<file path="src/rtl/fetch_buffer_pkg.sv">
// rtl/fetch_buffer_pkg.sv - shared constants and packet-split decode for the fetch buffer
package fetch_buffer_pkg;

   localparam int          EXC_WIDTH     = 7;
   localparam logic [31:0] INST_NOP_ZERO = 32'h0;

   // How an accepted fetch packet is broken into queue entries
   typedef enum logic [1:0] {
      SPLIT_NONE   = 2'd0,  // nothing pushed this cycle
      SPLIT_EXC    = 2'd1,  // one zero-instruction entry carrying the exception
      SPLIT_ONE_HI = 2'd2,  // fetch started at PC[2]=1, only the upper word is wanted
      SPLIT_TWO    = 2'd3   // both words of the aligned block
   } split_e;

   function automatic split_e split_kind(input logic                 accept,
                                         input logic [EXC_WIDTH-1:0] exc,
                                         input logic                 pc_bit2);
      split_e kind;
      if (!accept)
         kind = SPLIT_NONE;
      else if (exc != '0)
         kind = SPLIT_EXC;
      else if (pc_bit2)
         kind = SPLIT_ONE_HI;
      else
         kind = SPLIT_TWO;
      return kind;
   endfunction

   function automatic logic [1:0] split_entries(input split_e kind);
      logic [1:0] n;
      case (kind)
         SPLIT_NONE: n = 2'd0;
         SPLIT_TWO:  n = 2'd2;
         default:    n = 2'd1;
      endcase
      return n;
   endfunction

endpackage

</file>
<file path="src/rtl/fetch_buffer_ram.sv">
// rtl/fetch_buffer_ram.sv - DEPTH-entry register array, two write ports and two read ports
module fetch_buffer_ram
   import fetch_buffer_pkg::*;
#(
   parameter int DEPTH        = 8,
   parameter int COOKIE_WIDTH = 32,
   parameter int AW           = $clog2(DEPTH)
) (
   input  logic                    clk,
   input  logic                    we0,
   input  logic                    we1,
   input  logic [AW-1:0]           waddr,
   input  logic [31:0]             w_inst0,
   input  logic [31:0]             w_pc0,
   input  logic [COOKIE_WIDTH-1:0] w_cookie0,
   input  logic [EXC_WIDTH-1:0]    w_exc0,
   input  logic [31:0]             w_inst1,
   input  logic [31:0]             w_pc1,
   input  logic [COOKIE_WIDTH-1:0] w_cookie1,
   input  logic [EXC_WIDTH-1:0]    w_exc1,
   input  logic [AW-1:0]           raddr,
   output logic [31:0]             r_inst0,
   output logic [31:0]             r_pc0,
   output logic [COOKIE_WIDTH-1:0] r_cookie0,
   output logic [EXC_WIDTH-1:0]    r_exc0,
   output logic [31:0]             r_inst1,
   output logic [31:0]             r_pc1,
   output logic [COOKIE_WIDTH-1:0] r_cookie1,
   output logic [EXC_WIDTH-1:0]    r_exc1
);

   logic [31:0]             inst_mem   [DEPTH];
   logic [31:0]             pc_mem     [DEPTH];
   logic [COOKIE_WIDTH-1:0] cookie_mem [DEPTH];
   logic [EXC_WIDTH-1:0]    exc_mem    [DEPTH];

   logic [AW-1:0]    waddr1;
   logic [AW-1:0]    raddr1;
   logic [DEPTH-1:0] sel0;
   logic [DEPTH-1:0] sel1;

   // Second port always targets the slot after the first, wrapping naturally
   assign waddr1 = waddr + AW'(1);
   assign raddr1 = raddr + AW'(1);

   // Decode the two write addresses into per-entry write enables
   always_comb begin
      sel0        = '0;
      sel1        = '0;
      sel0[waddr]  = we0;
      sel1[waddr1] = we1;
   end

   // Entry storage; contents survive flush and reset, only pointers qualify them
   always_ff @(posedge clk) begin
      for (int i = 0; i < DEPTH; i++) begin
         if (sel0[i]) begin
            inst_mem[i]   <= w_inst0;
            pc_mem[i]     <= w_pc0;
            cookie_mem[i] <= w_cookie0;
            exc_mem[i]    <= w_exc0;
         end else if (sel1[i]) begin
            inst_mem[i]   <= w_inst1;
            pc_mem[i]     <= w_pc1;
            cookie_mem[i] <= w_cookie1;
            exc_mem[i]    <= w_exc1;
         end
      end
   end

   assign r_inst0   = inst_mem[raddr];
   assign r_pc0     = pc_mem[raddr];
   assign r_cookie0 = cookie_mem[raddr];
   assign r_exc0    = exc_mem[raddr];
   assign r_inst1   = inst_mem[raddr1];
   assign r_pc1     = pc_mem[raddr1];
   assign r_cookie1 = cookie_mem[raddr1];
   assign r_exc1    = exc_mem[raddr1];

endmodule

</file>
<file path="src/rtl/fetch_buffer.sv">
// rtl/fetch_buffer.sv - instruction queue between icache and decode, two-wide dequeue
module fetch_buffer
   import fetch_buffer_pkg::*;
#(
   parameter int DEPTH        = 8,
   parameter int COOKIE_WIDTH = 32
) (
   input  logic                    clk,
   input  logic                    rstn,
   input  logic                    flush,
   input  logic                    in_valid,
   input  logic [63:0]             in_data,
   input  logic [31:0]             in_pc,
   input  logic [COOKIE_WIDTH-1:0] in_cookie,
   input  logic [EXC_WIDTH-1:0]    in_exception,
   output logic                    in_ready,
   output logic [1:0]              out_valid,
   output logic [31:0]             out_inst0,
   output logic [31:0]             out_inst1,
   output logic [31:0]             out_pc0,
   output logic [31:0]             out_pc1,
   output logic [COOKIE_WIDTH-1:0] out_cookie0,
   output logic [COOKIE_WIDTH-1:0] out_cookie1,
   output logic [EXC_WIDTH-1:0]    out_exc0,
   output logic [EXC_WIDTH-1:0]    out_exc1,
   input  logic [1:0]              pop
);

   localparam int AW = $clog2(DEPTH);
   localparam int CW = AW + 1;

   logic [AW-1:0] wptr;
   logic [AW-1:0] rptr;
   logic [CW-1:0] count;

   logic       push_ok;
   split_e     kind;
   logic [1:0] push_n;
   logic [1:0] pop_req;
   logic [1:0] pop_n;

   logic [31:0]             w_inst0;
   logic [31:0]             r_inst0;
   logic [31:0]             r_inst1;
   logic [31:0]             r_pc0;
   logic [31:0]             r_pc1;
   logic [COOKIE_WIDTH-1:0] r_cookie0;
   logic [COOKIE_WIDTH-1:0] r_cookie1;
   logic [EXC_WIDTH-1:0]    r_exc0;
   logic [EXC_WIDTH-1:0]    r_exc1;

   // Room for a whole two-entry packet, judged only from registered occupancy
   assign in_ready = (count <= CW'(DEPTH - 2));

   // Packets arriving without room are dropped; flush discards them too
   assign push_ok = in_valid && in_ready && !flush;
   assign kind    = split_kind(push_ok, in_exception, in_pc[2]);
   assign push_n  = split_entries(kind);

   // Clamp the decoder's request to 2, then to what is actually queued
   assign pop_req = (pop > 2'd2) ? 2'd2 : pop;
   assign pop_n   = (CW'(pop_req) > count) ? count[1:0] : pop_req;

   // First entry's word depends on why the packet is short
   always_comb begin
      w_inst0 = in_data[31:0];
      if (kind == SPLIT_EXC)
         w_inst0 = INST_NOP_ZERO;
      else if (kind == SPLIT_ONE_HI)
         w_inst0 = in_data[63:32];
   end

   fetch_buffer_ram #(
      .DEPTH        (DEPTH),
      .COOKIE_WIDTH (COOKIE_WIDTH),
      .AW           (AW)
   ) u_ram (
      .clk       (clk),
      .we0       (push_n != 2'd0),
      .we1       (kind == SPLIT_TWO),
      .waddr     (wptr),
      .w_inst0   (w_inst0),
      .w_pc0     (in_pc),
      .w_cookie0 (in_cookie),
      .w_exc0    (in_exception),
      .w_inst1   (in_data[63:32]),
      .w_pc1     (in_pc + 32'd4),
      .w_cookie1 (in_cookie),
      .w_exc1    (in_exception),
      .raddr     (rptr),
      .r_inst0   (r_inst0),
      .r_pc0     (r_pc0),
      .r_cookie0 (r_cookie0),
      .r_exc0    (r_exc0),
      .r_inst1   (r_inst1),
      .r_pc1     (r_pc1),
      .r_cookie1 (r_cookie1),
      .r_exc1    (r_exc1)
   );

   // Pointer and occupancy update: reset beats flush beats push/pop
   always_ff @(posedge clk) begin
      if (!rstn) begin
         wptr  <= '0;
         rptr  <= '0;
         count <= '0;
      end else if (flush) begin
         wptr  <= '0;
         rptr  <= '0;
         count <= '0;
      end else begin
         wptr  <= wptr + AW'(push_n);
         rptr  <= rptr + AW'(pop_n);
         count <= count + CW'(push_n) - CW'(pop_n);
      end
   end

   assign out_valid[0] = (count != '0);
   assign out_valid[1] = (count >= CW'(2));

   // Stale slots are masked so decode never sees leftover contents
   assign out_inst0   = out_valid[0] ? r_inst0   : '0;
   assign out_pc0     = out_valid[0] ? r_pc0     : '0;
   assign out_cookie0 = out_valid[0] ? r_cookie0 : '0;
   assign out_exc0    = out_valid[0] ? r_exc0    : '0;
   assign out_inst1   = out_valid[1] ? r_inst1   : '0;
   assign out_pc1     = out_valid[1] ? r_pc1     : '0;
   assign out_cookie1 = out_valid[1] ? r_cookie1 : '0;
   assign out_exc1    = out_valid[1] ? r_exc1    : '0;

endmodule

</file>
<file path="config.mk">
export PLATFORM = sky130hd
export DESIGN_NAME = fetch_buffer
export DESIGN_NICKNAME = d
export VERILOG_FILES = /design/src/rtl/fetch_buffer_pkg.sv /design/src/rtl/fetch_buffer_ram.sv /design/src/rtl/fetch_buffer.sv
export SDC_FILE = /design/constraint.sdc
export NUM_CORES = 2
export LEC_CHECK = 0
export CELL_PAD_IN_SITES_DETAIL_PLACEMENT = 0
export CELL_PAD_IN_SITES_GLOBAL_PLACEMENT = 2
export CORE_MARGIN = 2
export CORE_UTILIZATION = 50
export CTS_BUF_LIST = sky130_fd_sc_hd__clkbuf_8
export DETAILED_ROUTE_END_ITERATION = 7
export DONT_BUFFER_PORTS = 1
export HOLD_SLACK_MARGIN = 0.12
export PLACE_DENSITY = 0.85
export SYNTH_ARGS = -nofsm -noshare
export SYNTH_HDL_FRONTEND = slang
export SYNTH_SLANG_ARGS = --single-unit
export TNS_END_PERCENT = 10
</file>
<file path="constraint.sdc">
create_clock -name clk -period 8.2 [get_ports clk]
set_input_delay 1.64 -clock clk [delete_from_list [all_inputs] [get_ports clk]]
set_output_delay 1.64 -clock clk [all_outputs]
set_load 0.02 [all_outputs]
</file>
---- Word level (Yosys, flattened, before mapping) ----
Memories as Yosys holds them, arrays and structs flattened. A register that Yosys moved wholly into a read port is not among the register bits.
Index checks and enable logic that the tools add are counted.
word-level totals
  register bits ........................... 10
  memory bits (writable) .................. 824
  memories kept ........................... 4
  word-level logic and storage cells ...... 262
memory list
  memory            words  bits a word  rd ports  clocked after memory_dff  wr ports  RTL line                source
  u_ram.cookie_mem  8      32           2         1                         2         fetch_buffer_ram.sv:34  logic [COOKIE_WIDTH-1:0] cookie_mem [DEPTH];
  u_ram.inst_mem    8      32           2         1                         2         fetch_buffer_ram.sv:32  logic [31:0] inst_mem [DEPTH];
  u_ram.pc_mem      8      32           2         1                         2         fetch_buffer_ram.sv:33  logic [31:0] pc_mem [DEPTH];
  u_ram.exc_mem     8      7            2         1                         2         fetch_buffer_ram.sv:35  logic [EXC_WIDTH-1:0] exc_mem [DEPTH];
operators by class
  bitwise operators ....................... 35
  reductions and logical operators ........ 34
  equality and inequality tests ........... 3
  order comparisons ....................... 8
  add/subtract/negate cells ............... 7
  muxes and demuxes ....................... 168
operators with widths
  cell                   number
  $mux 32                50
  $reduce_or 32->1       18
  $mux 7                 16
  $mux 3                 28
  $mux 1                 67
  $reduce_or 7->1        6
  $add 32x3->32 const B  1
  $or 1x1->1             32
  $and 8x8->8            2
  $lt 3x4->1 const B     2
  $mux 2                 4
  $reduce_bool 7->1      1
  $add 3x1->3 const B    2
  $add 3x2->3            2
  $demux 1 s3            2
  $ge 3x1->1 const B     2
  $add 4x2->4            1
  $eq 2x2->1 const B     2
  $ge 4x2->1 const B     1
  $gt 2x4->1             1
  $le 4x3->1 const B     1
  $logic_and 1x1->1      4
  $pmux 2 s2             1
  $reduce_bool 4->1      1
  8 further kinds        8

---- Logic depth before layout (Yosys ltp) ----
  depth after elaboration ................. 15
  mapped depth ............................ 14
  gate-level depth less buffers ........... 13

---- Cells and area by module ----
From an unflattened synthesis, not the netlist that was laid out.
second synthesis, totals
  cell total of the unflattened synthesis .. 3681
  area, all modules ....................... 51683.3 um^2
by module, submodules not included
  module            cells an instance  instances  seq. area each (um^2)  area an instance (um^2)
  fetch_buffer_ram  3220               1          24743.7                48520.3
  fetch_buffer      461                1          200.2                  3163.0

---- Worst setup path before layout ----
Ideal clock, no wire load.
  path type ............................... input port to flip-flop
  from .................................... input port in_exception[2]
  to ...................................... memory u_ram.cookie_mem[1][0], enable pin
  arrival time ............................ 4382 ps
  slack ................................... 3394 ps
  cell stages on the path ................. 6
  required time ........................... 7776 ps
  cells stage by stage .................... or4_4 > or4_1 > buf_2 > buf_6 > nor2_1 > a31o_2
RTL lines
  item                RTL line                source
  start: declaration  fetch_buffer.sv:15      input logic [EXC_WIDTH-1:0] in_exception,
  end: declaration    fetch_buffer_ram.sv:34

---- Final worst setup path ----
  from .................................... register rptr[0]
  to ...................................... output port out_inst1[6]
between the ends
  cells in the longest elaborated chain, start to end .. 3
ends and longest elaborated chain
  item                      RTL line                source
  start: declaration        fetch_buffer.sv:33      logic [AW-1:0] rptr;
  start signal: assignment  fetch_buffer.sv:113     rptr <= rptr + AW'(pop_n);
  $add 3x1->3               fetch_buffer_ram.sv:44  assign raddr1 = raddr + AW'(1);
  $mem_v2 8x32              --
  $mux 32                   fetch_buffer.sv:126     assign out_inst1 = out_valid[1] ? r_inst1 : '0;
  end: declaration          fetch_buffer.sv:19      output logic [31:0] out_inst1,
Every way passes these cells.

==> results.toml <==
[timing]
relSlewSlack = 0.151
setup_tns_ns = 0
setup_violations = 0
period_needed_ns = 6.26
period_share = 0.763
tightest_slew_ns = 1.26
max_freq_ghz = 0.160
slew_violations = 0
fin_skew_ns = 0.0284
hold_viol_final = 0
grt_setup_unrepaired = "no"

[die]
io_pins = 350
initial_core_util = 0.504
dieArea_um2 = 91100
core_area_um2 = 88100
die_w_um = 302
die_y_um = 302
row_count = 109

[critical_path]
cp_data_required_time_ns = 6.56
reg2reg_depth = 6
r2r_slack_ns = 3.19
start_kind = "flop"
r2r_end = "u_ram.pc_mem[0][11]"
path_max_fanout = 56
crit_type = "reg2out"
r2r_start = "wptr[0]"
cp-end-kind = "output pin"
crit_arrival_ns = 4.62

[synth]
syn_avg_cell_area_um2 = 15.2
synthArstFlopShare = 0
ys.flop_type = "edfxtp_1"
synth_common_cells = "edfxtp_1 (824), mux4_2 (412), o2bb2ai_1 (256)"
synth_edf_count = 824
post-synth-top-count-cell = "edfxtp_1"
yosys_warnings = 0
syn_nets = 3079
synth_cells = 2919
ys_types = 43
synth_area_leader_cell = "edfxtp_1"
synthesis.area_um2 = 44400
yosys_register_bits = 834
yosys-top-cells-area = "edfxtp_1 (56%), mux4_2 (21%), o2bb2ai_1 (5.1%), mux2i_1 (2.3%), clkbuf_1 (2.0%)"
synth_top_area_share = 0.558
ys_seq_area_frac = 0.562

[worst_hold_path]
hold_end = "wptr[2]"
holdPathStages = 2
worstHoldPathType = "reg2reg"
hold_start = "wptr[2]"

[finish]
fin_util = 0.537
drive_gt1_frac = 0.254
regArea_um2 = 25000
final_nets = 2818
area_growth_pct = 6.60
multi_input_area_um2 = 17700
fillers = 7064

[route]
detail_route.wl_per_cell_um = 32.5
routed_wl_um = 127000
vias = 27000
drc_errors = 0
antenna_left = 0
drt_iter0_markers = 2820
viasPerCell = 6.88
drtPass1Iterations = 5

[global_route]
grtUsageTotal = 0.280
antenna_found_initial = 9
grt_first_pass_wirelength_um = 184000
grt.overflow.total = 0
grt_max_degree = 161
grt_pass1_vias = 28000

[pwr]
power.density_nw_per_um2 = 252
clkPwrFrac = 0.294
p_sw_frac = 0.362
p_leak_uw = 0.0140
p_switching_uw = 4320
intPower_uw = 7600
ir_worst_vdd_uv = 207
p_comb_frac = 0.297
seqPwrFrac = 0.409

[cts]
htree_levels = 4
cts-root-buf = "clkbuf_8"
cts_hold_buf = 0
cts-buffers-inserted = 145
cts_tree = "done"
cts_resized = 0
cts_max_path_buffers = 3
cts_sinks = 834
clkTransAtPathRegs_ns = 0.06
post-cts-setup-buffer-count = 0
worstSkewPairLatency_ns = 0.82

[placement]
place.detailed.hpwl_um = 70500
port_buffers = 0
place_congestion = 0.784

[run_status]
status = "finished clean"

[job]
cap_violations = 0
[power groups by stage]
stage | clock [µW] | sequential, µW | combinational [µW]
floorplan | 0 | 4900 | 2740
global placement | 0 | 4960 | 3510
detailed placement | 0 | 4960 | 3560
CTS | 3570 | 4880 | 3570
global route | 3740 | 4880 | 3750
finish | 3500 | 4880 | 3540
[layout make-up]
| cell class | count | share of cell area |
|---|---|---|
| multi-input combinational | 1612 | 0.374 |
| antenna | 3 | 0.000159 |
| clock buffer | 149 | 0.0434 |
| inverter | 16 | 0.00127 |
| tap | 1165 | 0.0308 |
| timing repair buffer | 49 | 0.0115 |
| clock inverter | 100 | 0.0115 |
| sequential | 834 | 0.528 |
[cell families after synthesis]
logic type / after synthesis / share of synthesized area
xor+xnor: 120 / 0.0237
buf+inv: 473 / 0.0433
flops: 834 / 0.562
fa+ha+maj: 19 / 0.00603
mux: 524 / 0.235
compound gates: 397 / 0.0675
simple gates: 552 / 0.0627
[layer usage]
metal	up-vias	GRT usage	share of wire
met5	-	0	0.00053
met1	14200	0.344	0.37
met3	312	0.0871	0.10
met4	10	0.123	0.039
li1	11100	-	-
met2	1413	0.458	0.49
[metrics by stage]
step	cell area [µm²]	hold WS, ns	total power (µW)	setup WS (ns)	instances
after detailed placement	44700	0.677	8530	2.02	3676
after floorplan	44400	0.578	7640	3.39	2919
after CTS	47300	0.686	12000	1.85	3925
after global placement	44700	0.666	8470	2.08	3676
after global routing	47300	0.725	12400	1.68	3928
final	47300	0.691	11900	1.94	3928
[state kept, by name, indices dropped and copies added, names as in the netlist]
name,flops
u_ram.cookie_mem,256
wptr,3
u_ram.inst_mem,256
rptr,3
u_ram.exc_mem,56
u_ram.pc_mem,256
count,4
[worst max-delay path by stage]
stage                               start                      to  slack (ns)  cells past startpoint
after CTS                         rptr[0]              out_pc1[2]        1.85                      5
after detailed placement  in_exception[2]    u_ram.inst_mem[4][1]        2.02                     10
final                             rptr[0]            out_inst1[6]        1.94                      5
after floorplan           in_exception[2]  u_ram.cookie_mem[1][0]        3.39                      6
after global placement    in_exception[2]    u_ram.inst_mem[4][3]        2.08                     10
after global routing              rptr[0]            out_inst1[6]        1.68                      5
[cell usage in the layout (no fill, tap or decap), types with 47 or more instances in the layout]
cell         n
edfxtp_1   824
mux4_2     412
o2bb2ai_1  256
nand2_1    212
clkbuf_8   149
nor2_1     128
a21oi_1    113
mux2i_1    104
xor2_1      75
nand4_1     47
[worst max-delay path: stages (launching register included)]
cell and delay [ns]:
dfxtp_4 1.04, ha_4 0.81, buf_4 0.75, mux4_2 0.34
nand2_1 0.05, a21oi_1 0.75
Power figures use the tool's default switching activity.
